[src/rtl/multicycle_ctrl_fsm_if.sv]
// multicycle_ctrl_fsm_if: datapath/memory control bundle between the sequencer (master) and the datapath (slave)
interface multicycle_ctrl_fsm_if;
  logic [6:0] opcode;
  logic       zero;
  logic       mem_ready;
  logic       pc_write;
  logic [1:0] pc_src;
  logic       ir_write;
  logic       iord;
  logic       mem_read_en;
  logic       mem_write_en;
  logic       mem_to_reg;
  logic       reg_write_en;
  logic       alu_src;
  logic [1:0] alu_op;
  modport master (
    input  opcode, zero, mem_ready,
    output pc_write, pc_src, ir_write, iord, mem_read_en, mem_write_en,
           mem_to_reg, reg_write_en, alu_src, alu_op
  );
  modport slave (
    output opcode, zero, mem_ready,
    input  pc_write, pc_src, ir_write, iord, mem_read_en, mem_write_en,
           mem_to_reg, reg_write_en, alu_src, alu_op
  );
endinterface

[src/rtl/multicycle_ctrl_fsm.sv]
// multicycle_ctrl_fsm: multi-cycle RV32I-subset sequencer sharing one memory port, with retire counter and bus timeout.
// Define CTRL_ILLEGAL_TRAP_EN to trap on unknown opcodes instead of treating them as NOPs.
module multicycle_ctrl_fsm #(
  parameter int MEM_TIMEOUT = 16,
  parameter int CNT_W       = 32
) (
  input  logic                 clk,
  input  logic                 rst_n,
  input  logic                 halt_req,
  multicycle_ctrl_fsm_if.master bus,
  output logic [2:0]           state,
  output logic                 retire,
  output logic [CNT_W-1:0]     instr_count,
  output logic                 bus_err
);
  localparam int WW = $clog2(MEM_TIMEOUT);
  localparam logic [2:0] S_IDLE = 3'd0, S_FETCH = 3'd1, S_DECODE = 3'd2, S_EXEC = 3'd3,
                         S_MEM = 3'd4, S_WB = 3'd5, S_HALT = 3'd6, S_TRAP = 3'd7;
  localparam logic [6:0] OP_R = 7'b0110011, OP_I = 7'b0010011, OP_LD = 7'b0000011,
                         OP_ST = 7'b0100011, OP_BR = 7'b1100011, OP_JAL = 7'b1101111;
`ifdef CTRL_ILLEGAL_TRAP_EN
  localparam logic [2:0] S_ILL = S_TRAP;
  localparam bit ILL_NOP = 1'b0;
`else
  localparam logic [2:0] S_ILL = S_FETCH;
  localparam bit ILL_NOP = 1'b1;
`endif
  logic [2:0]    state_nx;
  logic [6:0]    op;
  logic [WW-1:0] wait_cnt;
  logic          fresh, known, imm, halting, waiting, timeout, taken;
  assign known   = bus.opcode inside {OP_R, OP_I, OP_LD, OP_ST, OP_BR, OP_JAL};
  assign imm     = op inside {OP_I, OP_LD, OP_ST};
  assign taken   = op == OP_BR && bus.zero;
  // halt is only honoured on the first FETCH cycle, before any read is issued
  assign halting = state == S_FETCH && fresh && halt_req;
  assign waiting = (state == S_FETCH && !halting) || state == S_MEM;
  assign timeout = waiting && !bus.mem_ready && wait_cnt == WW'(MEM_TIMEOUT - 1);
  always_ff @(posedge clk or negedge rst_n)
    if (!rst_n) state <= S_IDLE;
    else state <= state_nx;
  always_comb begin
    state_nx = state;
    case (state)
      S_IDLE:   state_nx = S_FETCH;
      S_FETCH:  state_nx = halting || timeout ? S_HALT : bus.mem_ready ? S_DECODE : S_FETCH;
      S_DECODE: state_nx = known ? S_EXEC : S_ILL;
      S_EXEC:   state_nx = op inside {OP_R, OP_I} ? S_WB : op inside {OP_LD, OP_ST} ? S_MEM : S_FETCH;
      S_MEM:    state_nx = timeout ? S_HALT : !bus.mem_ready ? S_MEM : op == OP_LD ? S_WB : S_FETCH;
      S_WB:     state_nx = S_FETCH;
      S_HALT:   state_nx = !halt_req && !bus_err ? S_FETCH : S_HALT;
      S_TRAP:   state_nx = S_TRAP;
    endcase
  end
  always_ff @(posedge clk or negedge rst_n)
    if (!rst_n) begin
      op          <= '0;
      wait_cnt    <= '0;
      fresh       <= 1'b0;
      bus_err     <= 1'b0;
      instr_count <= '0;
    end else begin
      op          <= state == S_DECODE ? bus.opcode : op;
      wait_cnt    <= waiting && state_nx == state ? wait_cnt + 1'b1 : '0;
      fresh       <= state_nx == S_FETCH && state != S_FETCH;
      bus_err     <= bus_err | timeout;
      instr_count <= instr_count + CNT_W'(retire);
    end
  always_comb begin
    bus.pc_write     = 1'b0;
    bus.pc_src       = 2'b00;
    bus.ir_write     = 1'b0;
    bus.iord         = 1'b0;
    bus.mem_read_en  = 1'b0;
    bus.mem_write_en = 1'b0;
    bus.mem_to_reg   = 1'b0;
    bus.reg_write_en = 1'b0;
    bus.alu_src      = 1'b0;
    bus.alu_op       = 2'b00;
    retire           = 1'b0;
    case (state)
      S_FETCH: begin
        bus.mem_read_en = !halting;
        bus.ir_write    = !halting && bus.mem_ready;
        bus.pc_write    = !halting && bus.mem_ready;
      end
      S_DECODE: retire = !known && ILL_NOP;
      S_EXEC: begin
        bus.alu_src      = imm;
        bus.alu_op       = op == OP_BR ? 2'b10 : imm ? 2'b01 : 2'b00;
        bus.pc_write     = op == OP_JAL || taken;
        bus.pc_src       = op == OP_JAL ? 2'b10 : taken ? 2'b01 : 2'b00;
        bus.reg_write_en = op == OP_JAL;
        retire           = op inside {OP_BR, OP_JAL};
      end
      S_MEM: begin
        bus.iord         = 1'b1;
        bus.alu_src      = 1'b1;
        bus.alu_op       = 2'b01;
        bus.mem_read_en  = op == OP_LD;
        bus.mem_write_en = op != OP_LD;
        retire           = op != OP_LD && bus.mem_ready;
      end
      S_WB: begin
        bus.reg_write_en = 1'b1;
        bus.mem_to_reg   = op == OP_LD;
        retire           = 1'b1;
      end
      default: ;
    endcase
  end
endmodule

[src/flat_wrapper.sv]
// flat-port wrapper written by rule: the top's interface ports become plain ports
module multicycle_ctrl_fsm_flat 
#(
  parameter int MEM_TIMEOUT = 16,
  parameter int CNT_W       = 32
)
  (clk, rst_n, halt_req, state, retire, instr_count, bus_err, bus_opcode, bus_zero, bus_mem_ready, bus_pc_write, bus_pc_src, bus_ir_write, bus_iord, bus_mem_read_en, bus_mem_write_en, bus_mem_to_reg, bus_reg_write_en, bus_alu_src, bus_alu_op);
  multicycle_ctrl_fsm_if bus_i ();
  input  logic clk;
  input  logic rst_n;
  input  logic halt_req;
  output logic [2:0] state;
  output logic retire;
  output logic [CNT_W-1:0] instr_count;
  output logic bus_err;
  input wire logic [$bits(bus_i.opcode)-1:0] bus_opcode;
  input wire logic [$bits(bus_i.zero)-1:0] bus_zero;
  input wire logic [$bits(bus_i.mem_ready)-1:0] bus_mem_ready;
  output wire logic [$bits(bus_i.pc_write)-1:0] bus_pc_write;
  output wire logic [$bits(bus_i.pc_src)-1:0] bus_pc_src;
  output wire logic [$bits(bus_i.ir_write)-1:0] bus_ir_write;
  output wire logic [$bits(bus_i.iord)-1:0] bus_iord;
  output wire logic [$bits(bus_i.mem_read_en)-1:0] bus_mem_read_en;
  output wire logic [$bits(bus_i.mem_write_en)-1:0] bus_mem_write_en;
  output wire logic [$bits(bus_i.mem_to_reg)-1:0] bus_mem_to_reg;
  output wire logic [$bits(bus_i.reg_write_en)-1:0] bus_reg_write_en;
  output wire logic [$bits(bus_i.alu_src)-1:0] bus_alu_src;
  output wire logic [$bits(bus_i.alu_op)-1:0] bus_alu_op;
  assign bus_i.opcode = bus_opcode;
  assign bus_i.zero = bus_zero;
  assign bus_i.mem_ready = bus_mem_ready;
  assign bus_pc_write = bus_i.pc_write;
  assign bus_pc_src = bus_i.pc_src;
  assign bus_ir_write = bus_i.ir_write;
  assign bus_iord = bus_i.iord;
  assign bus_mem_read_en = bus_i.mem_read_en;
  assign bus_mem_write_en = bus_i.mem_write_en;
  assign bus_mem_to_reg = bus_i.mem_to_reg;
  assign bus_reg_write_en = bus_i.reg_write_en;
  assign bus_alu_src = bus_i.alu_src;
  assign bus_alu_op = bus_i.alu_op;
  multicycle_ctrl_fsm #(.MEM_TIMEOUT(MEM_TIMEOUT), .CNT_W(CNT_W)) u_core (.clk(clk), .rst_n(rst_n), .halt_req(halt_req), .bus(bus_i), .state(state), .retire(retire), .instr_count(instr_count), .bus_err(bus_err));
endmodule
[config.mk]
export PLATFORM = sky130hd
export DESIGN_NAME = multicycle_ctrl_fsm_flat
export DESIGN_NICKNAME = d
export VERILOG_FILES = /design/src/rtl/multicycle_ctrl_fsm_if.sv /design/src/rtl/multicycle_ctrl_fsm.sv /design/src/flat_wrapper.sv
export SDC_FILE = /design/constraint.sdc
export NUM_CORES = 1
export LEC_CHECK = 0
export ABC_AREA = 0
export CAP_MARGIN = 15
export CORE_MARGIN = 3
export CORE_UTILIZATION = 35
export DETAILED_ROUTE_END_ITERATION = 10
export PLACE_DENSITY_LB_ADDON = 0.3
export SLEW_MARGIN = 20
export SYNTH_ARGS = -nofsm -noshare
export SYNTH_HDL_FRONTEND = slang
export SYNTH_SLANG_ARGS = --single-unit
[constraint.sdc]
create_clock -name clk -period 8.3 [get_ports clk]
set_input_delay 1.66 -clock clk [delete_from_list [all_inputs] [get_ports clk]]
set_output_delay 1.66 -clock clk [all_outputs]
set_load 0.01 [all_outputs]
==> impl_metrics.json, run 1 <==
{
  "ys.flop_type": "dfrtp_1",
  "clock-sinks": 48,
  "num_rows": 30,
  "dr.first_iter.drc_count": 101,
  "status": "completed",
  "worst_setup_path_start_kind": "input pin",
  "ctsHoldBuffers": 0,
  "drcViolationCount": 0,
  "die_width_um": 90.7,
  "wl_per_cell_um": 13.6,
  "clock_latency_ns": 0.30,
  "ant_nets": 0,
  "area_growth_pct": 31.1,
  "grt_pass1_wl_um": 9450,
  "drive_gt1_frac": 0.0951,
  "relSlewSlack": 0.510,
  "synthAdderAreaFrac": 0.0249,
  "synth_mux_area_frac": 0.0354,
  "ys_ff_latch": 48,
  "synth_commonest_cells": "dfrtp_1 (48), nor2_1 (25), nand2_1 (19), xnor2_1 (18), xor2_1 (14)",
  "critPathMaxFanout": 2,
  "hold_depth": 1,
  "initial_core_util": 0.365,
  "htree_levels": 2,
  "setup_viol": 0,
  "endpoint_kind": "primary output",
  "worst-setup-path-type": "input pin to primary output",
  "yosysWarnings": 0,
  "synth_top_family_by_area": "simple AND/OR/NAND/NOR gates",
  "routed_wirelength_um": 5450,
  "leakage_nw": 1.40,
  "finClkSkew_ns": 0.00476,
  "die-height_um": 90.7,
  "diodes": 0,
  "yosysTopAreaCellShare": 0.479,
  "grt.total_usage": 0.137,
  "fin_crit_sh": 0.652,
  "vias_per_cell": 4.99,
  "antenna_found_initial": 0,
  "cts_tree": "done",
  "synth.distinct_cells": 52,
  "post_cts_resized": 0,
  "max_freq_mhz": 185,
  "cts_buffer_depth": 2,
  "synth_cells": 243,
  "synth_xor_area_frac": 0.112,
  "overflow": 0,
  "fillers": 661,
  "period_minus_slack_ns": 5.41,
  "async_flop_share": 1.00,
  "synth-simple-area-share": 0.230,
  "required_ns": 6.64,
  "synth_nets": 260,
  "ioPinCount": 61,
  "clk_pin_slew_worst_paths_ns": 0.09,
  "dp_hpwl_um": 4030,
  "grt_pass1_vias": 1998,
  "slew_viol_final": 0,
  "synth_area_leaders": "dfrtp_1 (48%), xnor2_1 (6.3%), xor2_1 (4.9%), nor2_1 (3.7%), mux2_2 (3.1%)",
  "dp_cells": 393,
  "synth_compound_area_frac": 0.0943,
  "yosysMostFrequentCell": "dfrtp_1",
  "grt_max_degree": 49,
  "yosysTopAreaCell": "dfrtp_1",
  "worst_pin_slew_ns": 0.716,
  "hp-class": "flip-flop to flip-flop",
  "vias": 2001,
  "setup_tns_ns": 0,
  "rsz0062_at_grt": "false",
  "cap_violations": 0,
  "fin_nets": 321,
  "hold_viol_final": 0,
  "postSynthAreaPerCell_um2": 10.3,
  "cts-root-buf": "clkbuf_8",
  "power_density_mw_per_mm2": 228,
  "reg2reg_slack_ns": 4.34,
  "crit_arrival_ns": 3.75,
  "rr_worst_depth": 12,
  "synth_edf_count": 0,
  "numCtsBuffers": 5,
  "drt_first_pass_iters": 4,
  "ys_seq_area_frac": 0.479,
  "syn-cell-area_mm2": 0.00251,
  "core-area_mm2": 0.00687,
  "post-cts-setup-buffers": 0,
  "numPortBuffers": 60,
  "vdd_drop_max_mv": 0.0804,
  "globalplace.congestion": 0.819,
  "layout.cells.non_filler": 401,
  "dieArea_mm2": 0.00822
}
metrics by stage:
step                      power (W)  utilization  worst slack [ns]  cell area, um2  hold slack [ns]
after floorplan            0.000494            -              4.05            2510            0.433
after global placement     0.000611        0.465              2.97            3190            0.448
after detailed placement   0.000612        0.465              2.89            3190            0.453
after CTS                  0.000758        0.479              2.88            3290            0.466
after global routing       0.000808        0.479              2.82            3290            0.476
final                      0.000751        0.479              2.89            3290            0.462
final timing paths:
kind,startpoint,to
worst max-delay path,bus_opcode[4],retire
worst min-delay path,u_core.wait_cnt[0],u_core.wait_cnt[0]
worst max register to register,u_core.state[1],u_core.instr_count[28]
worst min register to register,u_core.wait_cnt[0],u_core.wait_cnt[0]
max in group asynchronous,rst_n,u_core.instr_count[30]
min in group asynchronous,rst_n,u_core.instr_count[24]
worst max-delay path, cell delays in order:
cell	delay, ns
clkdlybuf4s50_1	0.46
nand2b_1	0.11
a211o_1	0.11
o21ai_0	0.12
a311o_1	0.38
a31oi_1	0.29
clkdlybuf4s50_1	0.60
per-layer routing:
metal / global-route usage / vias up / share of wire
met5: 0 / - / 0
li1: - / 989 / -
met1: 0.192 / 946 / 0.50
met3: 0.0258 / 6 / 0.038
met4: 0.0459 / 0 / 0.011
met2: 0.213 / 60 / 0.46
state kept, by name, summed over array words and instances, names as in the netlist:
| signal | count |
|---|---|
| u_core.op | 7 |
| u_core.bus_err | 1 |
| u_core.fresh | 1 |
| u_core.state | 3 |
| u_core.instr_count | 32 |
| u_core.wait_cnt | 4 |
cells by family (layout without fill, tap and decap cells):
logic type,after synthesis,after routing
compound gates,33,33
simple gates,103,103
flops,48,48
mux,8,8
buf+inv,14,76
fa+ha+maj,5,5
xor+xnor,32,32
final cells by class:
cell class / count / area (um2) / area share
Multi-Input combinational cell: 181 / 1250 / 0.379
Sequential cell: 48 / 1200 / 0.365
Timing Repair Buffer: 60 / 598 / 0.182
Tap cell: 96 / 120 / 0.0365
Clock buffer: 7 / 86.3 / 0.0262
Inverter: 8 / 30.0 / 0.00913
Clock inverter: 1 / 7.51 / 0.00228
cell usage in the layout, fill, tap and decap left out, drive strengths merged, types with 3 or more instances in the layout:
cell / n
a21boi: 3
a31oi: 3
and3: 6
and4: 5
clkbuf: 7
clkdlybuf4s50: 59
dfrtp: 48
ha: 5
inv: 8
mux2: 7
nand2: 19
nand2b: 4
nand3: 13
nand4: 8
nor2: 25
nor3: 9
o21ai: 6
o22ai: 3
or2: 3
or3: 3
xnor2: 18
xor2: 14
power breakdown:
| group | internal (W) | switching [W] |
|---|---|---|
| Clock | 0.0000678 | 0.0000752 |
| Combinational | 0.000141 | 0.000131 |
| Sequential | 0.000275 | 0.0000604 |
| Total | 0.000484 | 0.000267 |
Note: power is estimated with default switching activity, not from simulation.
==> run 2, diff against run 1 <==
- clock period: 8.3 -> 5.25 ns (I/O delays scaled with it)
==> run 2 against run 1 <==
  * Clock skew decreased by 0.00052 ns
  * Via count decreased by 0.65%
  * Sequential cell count is the same
  * Cell count is the same
  * Clock power grew 57%
  * Register-to-register slack worse by 2.9 ns
  * Sequential power rose by 58%
==> impl_metrics.json, run 2 (synthesis gave the netlist of run 1 again) <==
{
  "post-cts-setup-buffers": 0,
  "die-height_um": 90.7,
  "drive_gt1_frac": 0.0918,
  "ioPinCount": 61,
  "cp_cell_sequence": "clkdlybuf4s50_1 -> nand2b_1 -> a211o_1 -> o21ai_0 -> a311o_1 -> a31oi_1 -> clkdlybuf4s50_1",
  "relSlewSlack": 0.538,
  "endpoint_kind": "primary output",
  "hold_depth": 1,
  "die_width_um": 90.7,
  "initial_core_util": 0.365,
  "dieArea_mm2": 0.00822,
  "rr_worst_depth": 12,
  "postLayoutCoreUtil": 0.478,
  "critical_path.max_stage_delay_ns": 0.60,
  "routed_wirelength_um": 5470,
  "largest-register": "u_core.instr_count",
  "fin_ws_ns": 1.10,
  "globalplace.congestion": 0.832,
  "numPortBuffers": 60,
  "power_density_mw_per_mm2": 360,
  "rsz0062_at_grt": "false",
  "ant_nets": 0,
  "grt_pass1_wl_um": 9620,
  "wl_per_cell_um": 13.6,
  "htree_levels": 2,
  "max_freq_mhz": 241,
  "leakage_nw": 1.41,
  "period_minus_slack_ns": 4.15,
  "cp_common_cell": "clkdlybuf4s50_1",
  "largest_reg_flops": 32,
  "fin_nets": 321,
  "overflow": 0,
  "worst_setup_path_start_kind": "input pin",
  "worst-setup-path-type": "input pin to primary output",
  "required_ns": 4.20,
  "worst_pin_slew_ns": 0.676,
  "ctsHoldBuffers": 0,
  "drcViolationCount": 0,
  "dp_hpwl_um": 4080,
  "setup_tns_ns": 0,
  "area_growth_pct": 31.0,
  "status": "completed",
  "regArea_mm2": 0.00120,
  "reg_top3": "u_core.instr_count: 32 flops, u_core.op: 7 flops, u_core.wait_cnt: 4 flops",
  "clock_latency_ns": 0.29,
  "dp_slack_ns": 0.939,
  "multiInputGateArea_mm2": 0.00125,
  "cap_violations": 0,
  "slew_viol_final": 0,
  "vdd_drop_max_mv": 0.119,
  "grt.total_usage": 0.140,
  "grt_max_degree": 49,
  "fin_total_pwr_w": 0.00118,
  "fin_crit_sh": 0.791,
  "vias": 1988,
  "grt_pass1_vias": 1937,
  "cts-root-buf": "clkbuf_8",
  "num_rows": 30,
  "hold_viol_final": 0,
  "final_cell_mix": "clkdlybuf4s50_1 (59), dfrtp_1 (48), nor2_1 (25)",
  "clk_pin_slew_worst_paths_ns": 0.08,
  "dr.first_iter.drc_count": 102,
  "crit_arrival_ns": 3.10,
  "setup_viol": 0,
  "critPathMaxFanout": 2,
  "post_cts_resized": 0,
  "fillers": 657,
  "hp-class": "flip-flop to flip-flop",
  "finClkSkew_ns": 0.00425,
  "cts_tree": "done",
  "antenna_found_initial": 0,
  "slowest_stage": "clkdlybuf4s50_1",
  "cts_buffer_depth": 2,
  "vias_per_cell": 4.96,
  "drt_first_pass_iters": 4,
  "clock-sinks": 48,
  "core-area_mm2": 0.00687,
  "diodes": 0,
  "numCtsBuffers": 5,
  "layout_commonest_cell": "clkdlybuf4s50_1"
}
run 2: changes by cell type in the layout (fill, tap and decap cells not counted):
| cell | change |
|---|---|
| clkbuf_1 | +1 |
| clkinvlp_4 | -1 |
run 2: routing by layer:
layer | wire, um | global-route usage | up-vias | part of all wire
met5 | 0 | 0 | - | 0
li1 | - | - | 986 | -
met2 | 2490 | 0.209 | 57 | 0.45
met1 | 2660 | 0.202 | 939 | 0.49
met4 | 76 | 0.0485 | 0 | 0.014
met3 | 249 | 0.0292 | 6 | 0.045
run 2: power breakdown:
part           total, W  internal (W)  leakage [nW]  switching [W]
Combinational  0.000430      0.000224         0.739       0.000207
Clock          0.000224      0.000108        0.0455       0.000117
Sequential     0.000529      0.000434         0.621      0.0000950
Total           0.00118      0.000766          1.41       0.000418
run 2: critical path, delay by kind of cell:
kind                   cells  cell delay (ns)
AO/OA/AOI/OAI              4             0.86
buffers and inverters      2             1.06
AND/OR/NAND/NOR            1             0.12
run 2: path summary, 6_finish.rpt:
path / start / slack [ns] / end
max reg2reg: u_core.state[1] / 1.44 / u_core.instr_count[28]
min reg2reg: u_core.wait_cnt[0] / 0.47 / u_core.wait_cnt[0]
min: u_core.wait_cnt[0] / 0.47 / u_core.wait_cnt[0]
min in group asynchronous: rst_n / 0.76 / u_core.instr_count[27]
max: bus_opcode[4] / 1.10 / retire
max in group asynchronous: rst_n / 4.09 / u_core.op[1]
run 2: cell type report:
class,instances,share of cell area
Tap cell,96,0.0366
Timing Repair Buffer,60,0.182
Inverter,8,0.00914
Sequential cell,48,0.366
Multi-Input combinational cell,181,0.379
Clock buffer,8,0.0274
run 2: stage by stage:
stage          std cells  cell area (um2)  hold WS (ns)
2_1_floorplan        243             2510         0.433
6_report             401             3290         0.473
5_1_grt              401             3290         0.503
3_3_place_gp         393             3190         0.450
4_1_cts              401             3280         0.473
3_5_place_dp         393             3190         0.462
